File: config.mk
export PLATFORM = sky130hd
export DESIGN_NAME = titan_cmd_issuer
export DESIGN_NICKNAME = d
export VERILOG_FILES = /design/src/rtl/titan_comms_pkg.sv /design/src/rtl/titan_cmd_issuer.sv
export SDC_FILE = /design/constraint.sdc
export NUM_CORES = 1
export LEC_CHECK = 0
export CAP_MARGIN = 30
export CORE_MARGIN = 2
export CORE_UTILIZATION = 30
export CTS_CLUSTER_DIAMETER = 200
export DETAILED_ROUTE_END_ITERATION = 8
export PLACE_DENSITY = 0.52
export REMOVE_ABC_BUFFERS = 1
export SLEW_MARGIN = 20
export SYNTH_ARGS = -nofsm -noshare
export SYNTH_HDL_FRONTEND = slang
export SYNTH_SLANG_ARGS = --single-unit
File: constraint.sdc
create_clock -name clk_i -period 6.6 [get_ports clk_i]
set_clock_uncertainty 0.15 [all_clocks]
set_input_delay 0.99 -clock clk_i [delete_from_list [all_inputs] [get_ports clk_i]]
set_output_delay 0.99 -clock clk_i [all_outputs]
set_load 0.02 [all_outputs]
File: src/rtl/titan_comms_pkg.sv
// Shared Titan SPI instruction protocol definitions: opcodes, command payload,
// frame length/builder helpers and the issuer state encoding.
package titan_comms_pkg;

  localparam int unsigned INSTR_W    = 8;
  localparam int unsigned ADDR_W     = 24;
  localparam int unsigned VALUE_W    = 32;
  localparam int unsigned FRAME_W    = 64;
  localparam int unsigned BYTE_IDX_W = 4;

  localparam logic [INSTR_W-1:0] OP_WRITE              = 8'd1;
  localparam logic [INSTR_W-1:0] OP_READ               = 8'd2;
  localparam logic [INSTR_W-1:0] OP_STREAM             = 8'd3;
  localparam logic [INSTR_W-1:0] OP_BIND_INTERRUPT     = 8'd4;
  localparam logic [INSTR_W-1:0] OP_BIND_READ_ADDRESS  = 8'd5;
  localparam logic [INSTR_W-1:0] OP_BIND_WRITE_ADDRESS = 8'd6;
  localparam logic [INSTR_W-1:0] OP_TRANSFER           = 8'd7;
  localparam logic [INSTR_W-1:0] OP_REPEAT             = 8'd8;

  typedef struct packed {
    logic [INSTR_W-1:0] instr;
    logic [ADDR_W-1:0]  addr;
    logic [VALUE_W-1:0] value;
  } cmd_t;

  typedef enum logic [2:0] {
    ST_IDLE,
    ST_LOAD,
    ST_SEND,
    ST_WAIT_RX,
    ST_GAP
  } state_e;

  // Number of bytes on the wire for an opcode; 0 marks an illegal opcode.
  function automatic logic [BYTE_IDX_W-1:0] frame_len(input logic [INSTR_W-1:0] instr);
    case (instr)
      OP_WRITE:              frame_len = 4'd8;
      OP_READ,
      OP_BIND_INTERRUPT,
      OP_BIND_READ_ADDRESS,
      OP_BIND_WRITE_ADDRESS: frame_len = 4'd4;
      OP_STREAM:             frame_len = 4'd5;
      OP_TRANSFER:           frame_len = 4'd2;
      OP_REPEAT:             frame_len = 4'd1;
      default:               frame_len = 4'd0;
    endcase
  endfunction

  // Frame left-justified so byte 0 sits in the top byte of the shift register.
  function automatic logic [FRAME_W-1:0] build_frame(input cmd_t cmd);
    case (cmd.instr)
      OP_WRITE:              build_frame = {cmd.instr, cmd.addr, cmd.value};
      OP_READ,
      OP_BIND_INTERRUPT,
      OP_BIND_READ_ADDRESS,
      OP_BIND_WRITE_ADDRESS: build_frame = {cmd.instr, cmd.addr, 32'h0};
      OP_STREAM:             build_frame = {cmd.instr, cmd.value, 24'h0};
      default:               build_frame = {cmd.instr, 56'h0};
    endcase
  endfunction

  function automatic logic has_response(input logic [INSTR_W-1:0] instr);
    has_response = (instr == OP_STREAM) || (instr == OP_TRANSFER);
  endfunction

endpackage

File: src/rtl/titan_cmd_issuer.sv
// Host-side Titan command issuer: serializes one command into its SPI byte
// frame, one byte outstanding at a time, and captures MISO responses.
module titan_cmd_issuer
  import titan_comms_pkg::*;
#(
  parameter int unsigned GAP_CYCLES = 4
) (
  input  logic               clk_i,
  input  logic               rst_i,
  input  logic               cmd_valid_i,
  output logic               cmd_ready_o,
  input  logic [INSTR_W-1:0] cmd_instr_i,
  input  logic [ADDR_W-1:0]  cmd_addr_i,
  input  logic [VALUE_W-1:0] cmd_value_i,
  output logic               spi_tx_valid_o,
  output logic [7:0]         spi_tx_byte_o,
  input  logic               spi_tx_ready_i,
  input  logic               spi_rx_valid_i,
  input  logic [7:0]         spi_rx_byte_i,
  output logic               rsp_valid_o,
  output logic [31:0]        rsp_data_o,
  output logic               err_o
);

  localparam int unsigned GAP_W = (GAP_CYCLES > 0) ? $clog2(GAP_CYCLES + 1) : 1;

  state_e                 state_q, state_d;
  cmd_t                   cmd_q, cmd_d;
  logic [FRAME_W-1:0]     frame_q, frame_d;
  logic [BYTE_IDX_W-1:0]  len_q, len_d;
  logic [BYTE_IDX_W-1:0]  idx_q, idx_d;
  logic [GAP_W-1:0]       gap_q, gap_d;
  logic [31:0]            cap_q, cap_d;
  logic                   cmd_ready_q, cmd_ready_d;
  logic                   tx_valid_q, tx_valid_d;
  logic [7:0]             tx_byte_q, tx_byte_d;
  logic                   rsp_valid_q, rsp_valid_d;
  logic [31:0]            rsp_data_q, rsp_data_d;
  logic                   err_q, err_d;

  // State and output registers.
  always_ff @(posedge clk_i or posedge rst_i) begin
    if (rst_i) begin
      state_q     <= ST_IDLE;
      cmd_q       <= '0;
      frame_q     <= '0;
      len_q       <= '0;
      idx_q       <= '0;
      gap_q       <= '0;
      cap_q       <= '0;
      cmd_ready_q <= 1'b0;
      tx_valid_q  <= 1'b0;
      tx_byte_q   <= '0;
      rsp_valid_q <= 1'b0;
      rsp_data_q  <= '0;
      err_q       <= 1'b0;
    end else begin
      state_q     <= state_d;
      cmd_q       <= cmd_d;
      frame_q     <= frame_d;
      len_q       <= len_d;
      idx_q       <= idx_d;
      gap_q       <= gap_d;
      cap_q       <= cap_d;
      cmd_ready_q <= cmd_ready_d;
      tx_valid_q  <= tx_valid_d;
      tx_byte_q   <= tx_byte_d;
      rsp_valid_q <= rsp_valid_d;
      rsp_data_q  <= rsp_data_d;
      err_q       <= err_d;
    end
  end

  // Next-state and next-output logic.
  always_comb begin
    state_d     = state_q;
    cmd_d       = cmd_q;
    frame_d     = frame_q;
    len_d       = len_q;
    idx_d       = idx_q;
    gap_d       = gap_q;
    cap_d       = cap_q;
    cmd_ready_d = cmd_ready_q;
    tx_valid_d  = tx_valid_q;
    tx_byte_d   = tx_byte_q;
    rsp_valid_d = 1'b0;
    rsp_data_d  = rsp_data_q;
    err_d       = 1'b0;

    case (state_q)
      ST_IDLE: begin
        cmd_ready_d = 1'b1;
        if (cmd_valid_i && cmd_ready_q) begin
          if (frame_len(cmd_instr_i) != '0) begin
            cmd_d       = '{instr: cmd_instr_i, addr: cmd_addr_i, value: cmd_value_i};
            cmd_ready_d = 1'b0;
            state_d     = ST_LOAD;
          end else begin
            err_d = 1'b1;
          end
        end
      end

      ST_LOAD: begin
        frame_d    = build_frame(cmd_q);
        len_d      = frame_len(cmd_q.instr);
        idx_d      = '0;
        cap_d      = '0;
        tx_valid_d = 1'b1;
        tx_byte_d  = cmd_q.instr;
        state_d    = ST_SEND;
      end

      // An rx pulse coinciding with the ready is deliberately not observed here.
      ST_SEND: begin
        if (spi_tx_ready_i) begin
          tx_valid_d = 1'b0;
          state_d    = ST_WAIT_RX;
        end
      end

      ST_WAIT_RX: begin
        if (spi_rx_valid_i) begin
          if ((idx_q != '0) && has_response(cmd_q.instr)) begin
            cap_d = {cap_q[23:0], spi_rx_byte_i};
          end
          if ((idx_q + 4'd1) < len_q) begin
            idx_d      = idx_q + 4'd1;
            frame_d    = {frame_q[FRAME_W-9:0], 8'h00};
            tx_byte_d  = frame_q[FRAME_W-9 -: 8];
            tx_valid_d = 1'b1;
            state_d    = ST_SEND;
          end else begin
            gap_d = '0;
            if (has_response(cmd_q.instr)) begin
              rsp_valid_d = 1'b1;
              rsp_data_d  = cap_d;
            end
            if (GAP_CYCLES == 0) begin
              cmd_ready_d = 1'b1;
              state_d     = ST_IDLE;
            end else begin
              state_d = ST_GAP;
            end
          end
        end
      end

      ST_GAP: begin
        if (gap_q == GAP_W'(GAP_CYCLES - 1)) begin
          cmd_ready_d = 1'b1;
          state_d     = ST_IDLE;
        end else begin
          gap_d = gap_q + GAP_W'(1);
        end
      end

      default: begin
        state_d = ST_IDLE;
      end
    endcase
  end

  assign cmd_ready_o    = cmd_ready_q;
  assign spi_tx_valid_o = tx_valid_q;
  assign spi_tx_byte_o  = tx_byte_q;
  assign rsp_valid_o    = rsp_valid_q;
  assign rsp_data_o     = rsp_data_q;
  assign err_o          = err_q;

endmodule
# Word level (Yosys, flattened, before mapping)
# Memory sizes are Yosys's and may differ from the RTL's.
# Cells that the tools add are included.
classes:
  addsub: 2
  multipliers: 0
  div: 0
  order_cmp: 1
  eq_ne: 20
  n_shift: 0
  n_mux: 42
  bitwise_logic: 1
  n_reduce_logical: 21
ops:
  columns: ["cell", "count"]
  rows:
  - ["case mux 56 bit (3 select lines)", 1]
  - ["two-way mux 56 bit", 2]
  - ["case mux 56 bit (2 select lines)", 1]
  - ["two-way mux 32 bit", 2]
  - ["case mux 32 bit (2 select lines)", 1]
  - ["equality test 8 x 3 -> 1 bit (second input constant)", 4]
  - ["two-way mux 3 bit", 9]
  - ["two-way mux 4 bit", 6]
  - ["equality test 8 x 2 -> 1 bit (second input constant)", 2]
  - ["two-way mux 8 bit", 2]
  - ["inequality test 2 bit (second input constant)", 8]
  - ["case mux 8 bit (2 select lines)", 1]
  - ["case mux 3 bit (5 select lines)", 1]
  - ["two-way mux 1 bit", 12]
  - ["AND reduction 4 bit", 3]
  - ["equality test 3 x 2 -> 1 bit (second input constant)", 3]
  - ["equality test 8 x 1 -> 1 bit (second input constant)", 1]
  - ["logical NOT 4 bit", 2]
  - ["case mux 4 bit (2 select lines)", 1]
  - ["nonzero test 4 bit", 2]
  - ["case mux 3 bit (2 select lines)", 1]
  - ["AND reduction 3 bit", 2]
  - ["nonzero test 2 bit", 3]
  - ["AND reduction 5 bit", 1]
  - ["14 further kinds", 16]
totals:
  reg_bits: 210
  latchBits: 0
  mem_bits_rw: 0
  rom_bits: 128
  input_bits: 77
  out_inout_bits: 44
  word_cells: 104
  mem_count: 2
mem_list:
  columns: ["memory", "words", "word_bits", "read_ports", "rd_clocked_by_memory_dff", "write_ports", "line_no", "rtl"]
  rows:
  - ["(name not given)", 16, 4, 1, 0, 0, "titan_comms_pkg.sv:36", "case (instr)"]
  - ["(name not given)", 16, 4, 1, 0, 0, "titan_comms_pkg.sv:36", null]

# Depth between registers and ports, before layout
# Gate-level depths: netlist of run 1.
depth:
  ltp_word: 8
  depth_mapped: 9
  depth_no_buf: 7

# Worst setup path after synthesis of run 1
# OpenSTA, ideal clock, no wires.
synth_timing:
  path_type: "input to register"
  startpoint: "input cmd_instr_i[0]"
  endpoint: "register cmd_q[0] (netlist name)"
  setup_time_ps: 125
  t_arrival_ps: 2589
  required_time_ps: 6325
  setup_slack_ps: 3736
  cell_stages: 6
  path_buffers: 2
  path_cell_list: "or4_1 -> nand3_1 -> or4_1 -> clkbuf_1 -> buf_2 -> mux2_2"
synth_between:
  elab_chain_len: 6
synth_lines:
  columns: ["item", "line_no", "rtl"]
  rows:
  - ["from (decl)", "titan_cmd_issuer.sv:12", "input logic [INSTR_W-1:0] cmd_instr_i,"]
  - ["memory (16 x 4 bit)", null, null]
  - ["two-way mux 4 bit", "titan_comms_pkg.sv:36", null]
  - ["two-way mux 4 bit", "titan_cmd_issuer.sv:93", "if (cmd_valid_i && cmd_ready_q) begin"]
  - ["two-way mux 4 bit", "titan_cmd_issuer.sv:90", "case (state_q)"]
  - ["nonzero test 4 bit", "titan_cmd_issuer.sv:94", "if (frame_len(cmd_instr_i) != '0) begin"]
  - ["AND reduction 3 bit (no line)", null, null]
  - ["to (signal assigned)", "titan_cmd_issuer.sv:59", "cmd_q <= cmd_d;"]
  - ["to (decl)", "titan_cmd_issuer.sv:28", "cmd_t cmd_q, cmd_d;"]
# Every way passes these cells. The select of a mux whose other input is x is not followed.
# A chain may end at the register's enable or synchronous reset.

# Worst setup path in the final report of run 1
layout_timing:
  startpoint: "register idx_q[0]"
  endpoint: "register frame_q[11]"
layout_between:
  elab_chain_len: 4
layout_lines:
  columns: ["item", "line_no", "rtl"]
  rows:
  - ["from (decl)", "titan_cmd_issuer.sv:31", "logic [BYTE_IDX_W-1:0] idx_q, idx_d;"]
  - ["from (signal assigned)", "titan_cmd_issuer.sv:62", "idx_q <= idx_d;"]
  - ["adder 4 x 1 -> 4 bit", "titan_cmd_issuer.sv:127", "if ((idx_q + 4'd1) < len_q) begin"]
  - ["< comparator 4 bit", "titan_cmd_issuer.sv:127", null]
  - ["inequality test 2 bit (no line)", null, null]
  - ["AND reduction 3 bit (no line)", null, null]
  - ["to (signal assigned)", "titan_cmd_issuer.sv:60", "frame_q <= frame_d;"]
  - ["to (decl)", "titan_cmd_issuer.sv:29", "logic [FRAME_W-1:0] frame_q, frame_d;"]
# Every way passes these cells.

==> results.cfg, run 1 <==
[run_status]
status = completed

[logic_synthesis]
synth_cell_types = 53
yosysMostFrequentCell = dfrtp_1
synth_cells = 770
synth_top_area_frac = 0.545
synth_top_flop_cell = dfrtp_1
synth_top_family_by_area = multiplexers
synthXorXnorAreaFrac = 0.00182
synth-seq-cells = 210
synth_area_mm2 = 0.00964
synth_compound_area_frac = 0.0938
synth_area_leaders = dfrtp_1 (55%), mux2_2 (18%), mux2_4 (4.5%)
seq_area_frac_synth = 0.545
synthArstFlopShare = 1.00
synth_fa_ha_area_frac = 0.00909
synth_edf_count = 0
synth_common_cells = dfrtp_1 (210), mux2_2 (158), nand2_1 (102)
yosys_warnings = 0
synthMuxAreaShare = 0.241
syn_area_per_cell_um2 = 12.5
yosys.area_share.simple = 0.0760
yosysTopAreaCell = dfrtp_1

[worst_setup_path]
start_kind = register
worstSetupPathType = register to register
required_ns = 6.85
critPathMaxStageDelay_ns = 0.62
path_common_cell = ha_1
path_buf_inv = 1
critPathLaunch = idx_q[0]
crit-reg2reg-launch = idx_q[0]
crit_arrival_ns = 3.63
cp_max_fo = 60
critPathTopFamily = compound AO/OA/AOI/OAI gates
path_cells = ha_1, xor2_1, ha_1, or3_1, o22ai_2, a31o_2, buf_4, mux2_2
crit_path_end_kind = register
cp_slowest_cell = buf_4

[sta]
relSlewSlack = 0.364
min_period_ns = 3.38
max_freq_mhz = 296
finalCritPeriodShare = 0.512
hold_viol = 0
setup_slack_ns = 3.22
tightestPinTransition_ns = 0.949
finalMaxSlewViolations = 0
finalSetupTns_ns = 0
rsz0062_at_grt = false
setup_viol = 0

[routing]
drtAntennaViolNets = 0
drt_iter0_drc = 336
drc = 0
route.final.wire_length_um = 22100
vias = 6266
routedWlPerCell_um = 17.2
viasPerCell = 4.86
drt_pre_antenna_iters = 4

[power]
ir_drop_uv = 204
switchingPower_w = 0.00124
intPower_w = 0.00268
leakagePower_nw = 5.33
p_comb_frac = 0.251
clock_power_share = 0.324
p_per_area_mw_per_mm2 = 327
p_sw_frac = 0.317
power_frac_seq = 0.425

[min_path]
hold_class = register to register
hp-start = spi_tx_valid_o

[finish]
drive_gt1_frac = 0.283
final_util = 0.379
syn_to_final_growth_pct = 24.1
diodes = 0
fin_cells = 1288
nets = 956

[global_route]
grt_pass1_vias = 6443
antenna_found_initial = 0
grt_pass1_wl_um = 36100
track_usage = 0.133
grt_max_degree = 98
grt.overflow.total = 0

[clock_network]
hold_buffers = 0
post_cts_resized = 0
clk_path_buf_depth = 3
h-tree-depth = 1
path_clk_slew_ns = 0.06
cts_setup_buffers = 0
clk-insertion-delay-late_ns = 0.51
cts.sinks = 210
cts_buffers = 24
cts-root-buf = clkbuf_16
cts_tree = done

[placement]
pre_cts_ws_ns = 2.97
gp_congestion = 0.681
dp_hpwl_um = 13500
dp_cells = 1248
io_buffers = 120

[flow_run]
maxCapViolCount = 0

[floorplanning]
rows = 65
die_w_um = 183
die_h_um = 183
io_pins = 121
die_area_mm2 = 0.0336
start_util = 0.305
core_mm2 = 0.0316
-- cells by family after synthesis --
logic type,Yosys count
fa+ha+maj,7
buf+inv,70
simple gates,148
flops,210
xor+xnor,2
compound gates,135
mux,198
-- per-stage QoR --
stage | hold slack, ns | area [um2] | total power (W)
2_1_floorplan | 0.288 | 9370 | 0.00229
3_3_place_gp | 0.311 | 11200 | 0.00266
3_5_place_dp | 0.312 | 11200 | 0.00269
4_1_cts | 0.327 | 12000 | 0.00398
5_1_grt | 0.340 | 12000 | 0.00415
6_report | 0.321 | 12000 | 0.00392
-- placed cells by master (no fill, tap or decap), types with 4 or more instances in the layout --
cell type and count:
mux2i_1 10, ha_1 7, and2_1 4, mux2_2 158, nand3_1 6, a22o_1 24, clkbuf_1 5, clkdlybuf4s50_1 120
or3_1 5, nand2_1 102, o21ai_0 68, dfrtp_1 210, mux2_4 29, inv_1 11, clkbuf_16 24, a32oi_1 24
buf_4 13, clkbuf_8 7
-- state kept, by name, indices dropped and copies added, names as in the netlist --
register        flops
cap_q              32
cmd_q              64
cmd_ready_o         1
err_o               1
frame_q            56
gap_q               3
idx_q               4
len_q               4
rsp_data_o         32
rsp_valid_o         1
spi_tx_byte_o       8
spi_tx_valid_o      1
state_q             3
-- worst register-to-register path: cells and delay by family (launching register included) --
| kind | cells | cell delay (ns) |
|---|---|---|
| compound gates | 2 | 0.63 |
| buf+inv | 1 | 0.62 |
| mux | 1 | 0.50 |
| fa+ha+maj | 2 | 0.45 |
| flops | 1 | 0.41 |
| simple gates | 1 | 0.36 |
| xor+xnor | 1 | 0.16 |
-- per-layer routing --
metal | up-vias | global-route usage | part of all wire
met5 | - | 0 | 0
met4 | 0 | 0.0262 | 0.016
met3 | 22 | 0.0230 | 0.041
met2 | 122 | 0.213 | 0.45
met1 | 3156 | 0.189 | 0.49
li1 | 2966 | - | -
-- final timing paths --
check / slack, ns / depth (start not counted) / endpoint
min reg2reg: 0.32 / 2 / spi_tx_valid_o
min in group asynchronous: 0.84 / 2 / rsp_data_o[5]
max reg2reg: 3.22 / 8 / frame_q[11]
max in group asynchronous: 4.16 / 3 / cap_q[25]
max: 3.22 / 8 / frame_q[11]
min: 0.32 / 2 / spi_tx_valid_o
-- power by group through the flow --
stage	Combinational [W]	Clock (W)	Sequential [W]
2_1_floorplan	0.000649	0	0.00164
3_3_place_gp	0.000980	0	0.00168
3_5_place_dp	0.00100	0	0.00169
4_1_cts	0.00100	0.00132	0.00166
5_1_grt	0.00109	0.00136	0.00169
6_report	0.000983	0.00127	0.00166
-- area by class of cell --
| type | instances | area (um2) |
|---|---|---|
| fillers | 3049 | 19600 |
| clock buffers | 36 | 716 |
| multi-input cells | 490 | 4080 |
| repair buffers | 134 | 1310 |
| flip-flops and latches | 210 | 5260 |
| well taps | 402 | 503 |
| inverters | 12 | 52.6 |
| clock inverters | 4 | 33.8 |
Note: power is estimated with default switching activity, not from simulation.
==> run 2, diff against run 1 <==
==> constraint.sdc (replaced) <==
create_clock -name clk_i -period 2.7 [get_ports clk_i]
set_clock_uncertainty 0.15 [all_clocks]
set_input_delay 0.405 -clock clk_i [delete_from_list [all_inputs] [get_ports clk_i]]
set_output_delay 0.405 -clock clk_i [all_outputs]
set_load 0.02 [all_outputs]
==> results.cfg, run 2 (same netlist as run 1, synthesis figures left out) <==
[power]
switchingPower_w = 0.00335
p_sw_frac = 0.312
p_comb_frac = 0.322
power_frac_seq = 0.377
clock_power_share = 0.302
intPower_w = 0.00738
leakagePower_nw = 5.69
p_per_area_mw_per_mm2 = 842
ir_drop_uv = 455

[routing]
route.final.wire_length_um = 23300
vias = 6451
drtAntennaViolNets = 0
routedWlPerCell_um = 17.5
drc = 0
drt_pre_antenna_iters = 4
viasPerCell = 4.84
drt_iter0_drc = 279

[sta]
max_freq_mhz = 378
relSlewSlack = 0.540
setup_slack_ns = 0.0537
setup_viol = 0
finalMaxSlewViolations = 0
finalCritPeriodShare = 0.980
min_period_ns = 2.65
tightestPinTransition_ns = 0.689
hold_viol = 0
hold-worst-slack_ns = 0.120

[finish]
drive_gt1_frac = 0.330
final_util = 0.403
reg_top3 = cmd_q x64, frame_q x56
nets = 1000
syn_to_final_growth_pct = 32.1
final_cell_mix = dfrtp_1 (210), mux2_2 (143), clkdlybuf4s50_1 (120), nand2_1 (102), o21ai_0 (68)
top_register = cmd_q
diodes = 0
final_common_cell = dfrtp_1
largest_reg_flops = 64

[worst_setup_path]
critPathMaxStageDelay_ns = 0.43
crit_path_end_kind = register
r2r_cells = 9
r2r_slack_ns = 0.05
start_kind = register
cp_slowest_cell = dfrtp_1
crit-reg2reg-launch = idx_q[0]
path_depth = 9
critPathLaunch = idx_q[0]
crit_arrival_ns = 2.91
required_ns = 2.96
path_cells = ha_2, xor2_1, ha_2, or3_4, o22ai_4, a31o_4, buf_4, buf_12, mux2_2
path_common_cell = ha_2
path_buf_inv = 2
worstSetupPathType = register to register
critPathTopFamily = compound AO/OA/AOI/OAI gates
cp_max_fo = 10

[clock_network]
cts-root-buf = clkbuf_16
path_clk_slew_ns = 0.06
h-tree-depth = 1
clk-insertion-delay-late_ns = 0.53
cts.sinks = 210
cts_tree = done
clk_path_buf_depth = 3
cts_buffers = 25

[global_route]
grt.overflow.total = 0
grt_pass1_wl_um = 36900
grt_max_degree = 66
track_usage = 0.136
antenna_found_initial = 0
grt_pass1_vias = 6568

[placement]
gp_congestion = 0.732
dp_hpwl_um = 14300
pre_cts_ws_ns = -0.0591
io_buffers = 120

[floorplanning]
core_mm2 = 0.0316
die_area_mm2 = 0.0336
start_util = 0.305
die_w_um = 183
die_h_um = 183
rows = 65
io_pins = 121

[min_path]
hold_class = primary input to asynchronous set/reset pin

[run_status]
status = completed

[flow_run]
maxCapViolCount = 0
run 2: worst paths after layout:
check | endpoint
max | frame_q[46]
min | cmd_q[37]
max reg2reg | frame_q[46]
min reg2reg | spi_tx_valid_o
max in group asynchronous | cap_q[27]
min in group clk_i | spi_tx_valid_o
run 2: area by class of cell:
class	instances	area, um2
multi-input combinational	490	4210
clock buffer	34	709
sequential	210	5260
fill	3025	18800
timing repair buffer	177	1930
clock inverter	9	80.1
inverter	12	52.6
tap	402	503
run 2: worst reg2reg max path, delay by kind of cell (launching register included):
family,cells,cell delay (ns)
buffers and inverters,2,0.29
AO/OA/AOI/OAI,2,0.46
XOR/XNOR,1,0.14
AND/OR/NAND/NOR,1,0.34
flip-flops,1,0.43
multiplexers,1,0.34
adder cells (fa/ha/maj),2,0.40
run 2: power by group through the flow:
| stage | Sequential, W | Combinational (W) | Clock (W) |
|---|---|---|---|
| final | 0.00404 | 0.00345 | 0.00324 |
| after global routing | 0.00412 | 0.00372 | 0.00348 |
| after CTS | 0.00404 | 0.00281 | 0.00335 |
| after detailed placement | 0.00409 | 0.00276 | 0 |
| after global placement | 0.00408 | 0.00273 | 0 |
| after floorplan | 0.00402 | 0.00159 | 0 |
run 2: layer usage:
layer  track usage  wire (um)
met3        0.0218        866
met1         0.191      11100
met5             0          0
met2         0.221      10900
met4        0.0333        471
run 2: metrics by stage:
| stage | instance area, um2 | setup TNS [ns] | total power, W | std cells |
|---|---|---|---|---|
| detailed placement | 11500 | -0.908 | 0.00685 | 1270 |
| finish | 12700 | 0 | 0.0107 | 1334 |
| global route | 12700 | -0.305 | 0.0113 | 1334 |
| CTS | 12400 | 0 | 0.0102 | 1317 |
| floorplan | 9370 | -885.78 | 0.00561 | 712 |
| global placement | 11500 | -1.58 | 0.00681 | 1269 |
run 2: timing repair:
| action | CTS | global route |
|---|---|---|
| resized for setup | 3 | 30 |
| cloned | 1 | 7 |
| setup buffers | 3 | 10 |
| pin swaps | 2 | 6 |
| hold buffers | 0 | 0 |
| endpoints found under the setup margin | 64 | 100 |
==> edit: new RTL, settings of run 2 <==
Re-encode `state_e` (5 states) as one-hot, 5 bits wide.
--- a/src/rtl/titan_comms_pkg.sv
+++ b/src/rtl/titan_comms_pkg.sv
@@ -23,12 +23,12 @@
     logic [VALUE_W-1:0] value;
   } cmd_t;
 
-  typedef enum logic [2:0] {
-    ST_IDLE,
-    ST_LOAD,
-    ST_SEND,
-    ST_WAIT_RX,
-    ST_GAP
+  typedef enum logic [4:0] {
+    ST_IDLE    = 5'b00001,
+    ST_LOAD    = 5'b00010,
+    ST_SEND    = 5'b00100,
+    ST_WAIT_RX = 5'b01000,
+    ST_GAP     = 5'b10000
   } state_e;
 
   // Number of bytes on the wire for an opcode; 0 marks an illegal opcode.
Formal check against the unedited RTL: no difference found for any inputs over 4 cycles, from zero or initial values and one cycle with rst_i high; so few cycles prove little.
==> edit against run 2 <==
Sequential cell count rose by 2; cell count down 7.6%; design area shrank 4.1%; setup slack worse by 0.042 ns; area after synthesis fell by 4.0%; critical path depth increased by 1; routed wire length fell by 2.1%.
Power is not compared: it rests on default switching activity, and its combinational part moved more than twofold at a synthesized area within 25%.
==> edit: results (changes against run 2) <==
The flow ran to the end, and the final reports show no timing, DRC or antenna violations. Final worst hold slack: 0.196 ns (+0.0754 ns). The number of multi-input combinational cells in the layout came out at 401 (-18%). The post-layout worst setup margin is 0.0114 ns (-0.0423 ns), and the compound-gate portion of the synthesized area is 13.1% (+3.8 points). For the wire length of the first global-routing pass, the log shows 37200 um (+0.86%).

The logs give 2.94 ns (+0.03 ns) for the data arrival time of the critical path and 38.8% (-15 points) for the relative slew slack. The tools report the final instance count without filler cells as 1233 (-7.6%). The detailed-route wire length per cell is 18.5 um (+5.9%). The tools report the met1 usage in global routing as 20.1% (+1.1 points). Number of instances in the synthesized netlist: 675 (-12%).

The maximum fanout along the worst path came out at 5 (-5). The final weighted congestion in routability-driven placement was 0.712 (-2.7%); the share of final layout cell area taken by clock buffers and inverters was 6.72% (+0.52 points). The total die area came out at 0.0323 mm^2 (-3.9%). The logs give 14.0% (+0.35 points) for the overall track demand over capacity in global routing and 335 (+20%) for the number of DRC markers in iteration 0. The number of clock sinks was 212 (+0.95%); the fraction of standard cell area that is sequential was 43.5% (+2.2 points). The largest net degree at the start of global routing is 72 (+9.1%), and the multiplexer fraction of the synthesized cell area is 20.1% (-4.0 points). The met2 usage came out at 21.8% (-0.25 points). The number of detailed-route iterations in the first pass is 6 (+2), and the post-detailed-placement half-perimeter wirelength is 14500 um (+1.9%).

Ranked by total cell area, the synthesized netlist is headed by dfrtp_1 (57%), mux2_2 (19%), a22o_1 (4.0%). The met3 track utilization from global routing is 2.37% (+0.19 points). Area share of fa/ha/maj cells after synthesis: 0.947% (+0.038 points). The logs give 38 (+12%) for the total of clock buffers placed in the layout and 0.0112 mm^2 (-3.1%) for the placed instance area. Counting instances in the post-synthesis netlist gives the leading cell types as dfrtp_1 (211), mux2_2 (157), a22o_1 (42).

The via density per instance was 5.00 (+3.5%). The xor and xnor fraction of the mapped netlist area is 0.189% (+0.0075 points). Non-clock inverter instance count of the final layout: 12 (unchanged). The logs give 0.0168 ns (+0.0760 ns) for the worst setup slack before clock tree synthesis and 6451 (-1.8%) for the via count of the first global-routing pass. The number of distinct library cell variants in the gate-level netlist after synthesis was 51 (-3.8%). The initial antenna violation count is 0 (unchanged). Non-clock buffering overhead in the final layout: 14.7% (-0.45 points).

For the clock insertion delay at the later pin of the skew report, the log shows 0.51 ns (-0.02 ns). The fill cell total of the finished layout was 2874 (-5.0%); the slack of the worst reg-to-reg path was 0.01 ns (-0.04 ns).
[edit: worst paths after layout]
path / end / cells past startpoint
max reg2reg: frame_q[52] / 10
min in group clk_i: len_q[1] / 2
max: frame_q[52] / 10
max in group asynchronous: rsp_data_o[14] / 3
min: frame_q[10] / 2
min reg2reg: len_q[1] / 2
[edit: repair_timing]
item | in CTS | in global routing
buffers inserted | 0 | 7
setup endpoints to repair | 0 | 79
hold endpoints to repair | 0 | 0
resized for setup | 0 | 13
hold buffers | 0 | 0
[edit: stage by stage]
| stage | TNS [ns] | util [%] |
|---|---|---|
| 2_1_floorplan | -1018.81 | - |
| 3_3_place_gp | 0 | 36.6 |
| 3_5_place_dp | 0 | 36.6 |
| 4_1_cts | 0 | 39.3 |
| 5_1_grt | -3.91 | 40.0 |
| 6_report | 0 | 40.0 |
[edit: critical path, delay by kind of cell, from the launching register on]
kind / cells / cell delay, ns
AO/OA/AOI/OAI: 3 / 0.62
buffers and inverters: 3 / 0.48
adder cells (fa/ha/maj): 2 / 0.42
flip-flops: 1 / 0.42
AND/OR/NAND/NOR: 1 / 0.33
XOR/XNOR: 1 / 0.15
[edit: power by group through the flow]
stage | Clock, mW | Combinational (mW) | Sequential [mW]
2_1_floorplan | 0 | 0.437 | 3.54
3_3_place_gp | 0 | 0.730 | 3.60
3_5_place_dp | 0 | 0.744 | 3.61
4_1_cts | 3.40 | 0.748 | 3.55
5_1_grt | 3.54 | 0.813 | 3.57
6_report | 3.31 | 0.742 | 3.55
[edit: per-layer routing]
metal	part of all wire (%)	routed length [um]	vias to the layer above
li1	-	-	2871
met1	48	11100	3136
met2	46	10500	127
met3	3.7	834	35
met4	2.0	461	0
met5	0	0	-
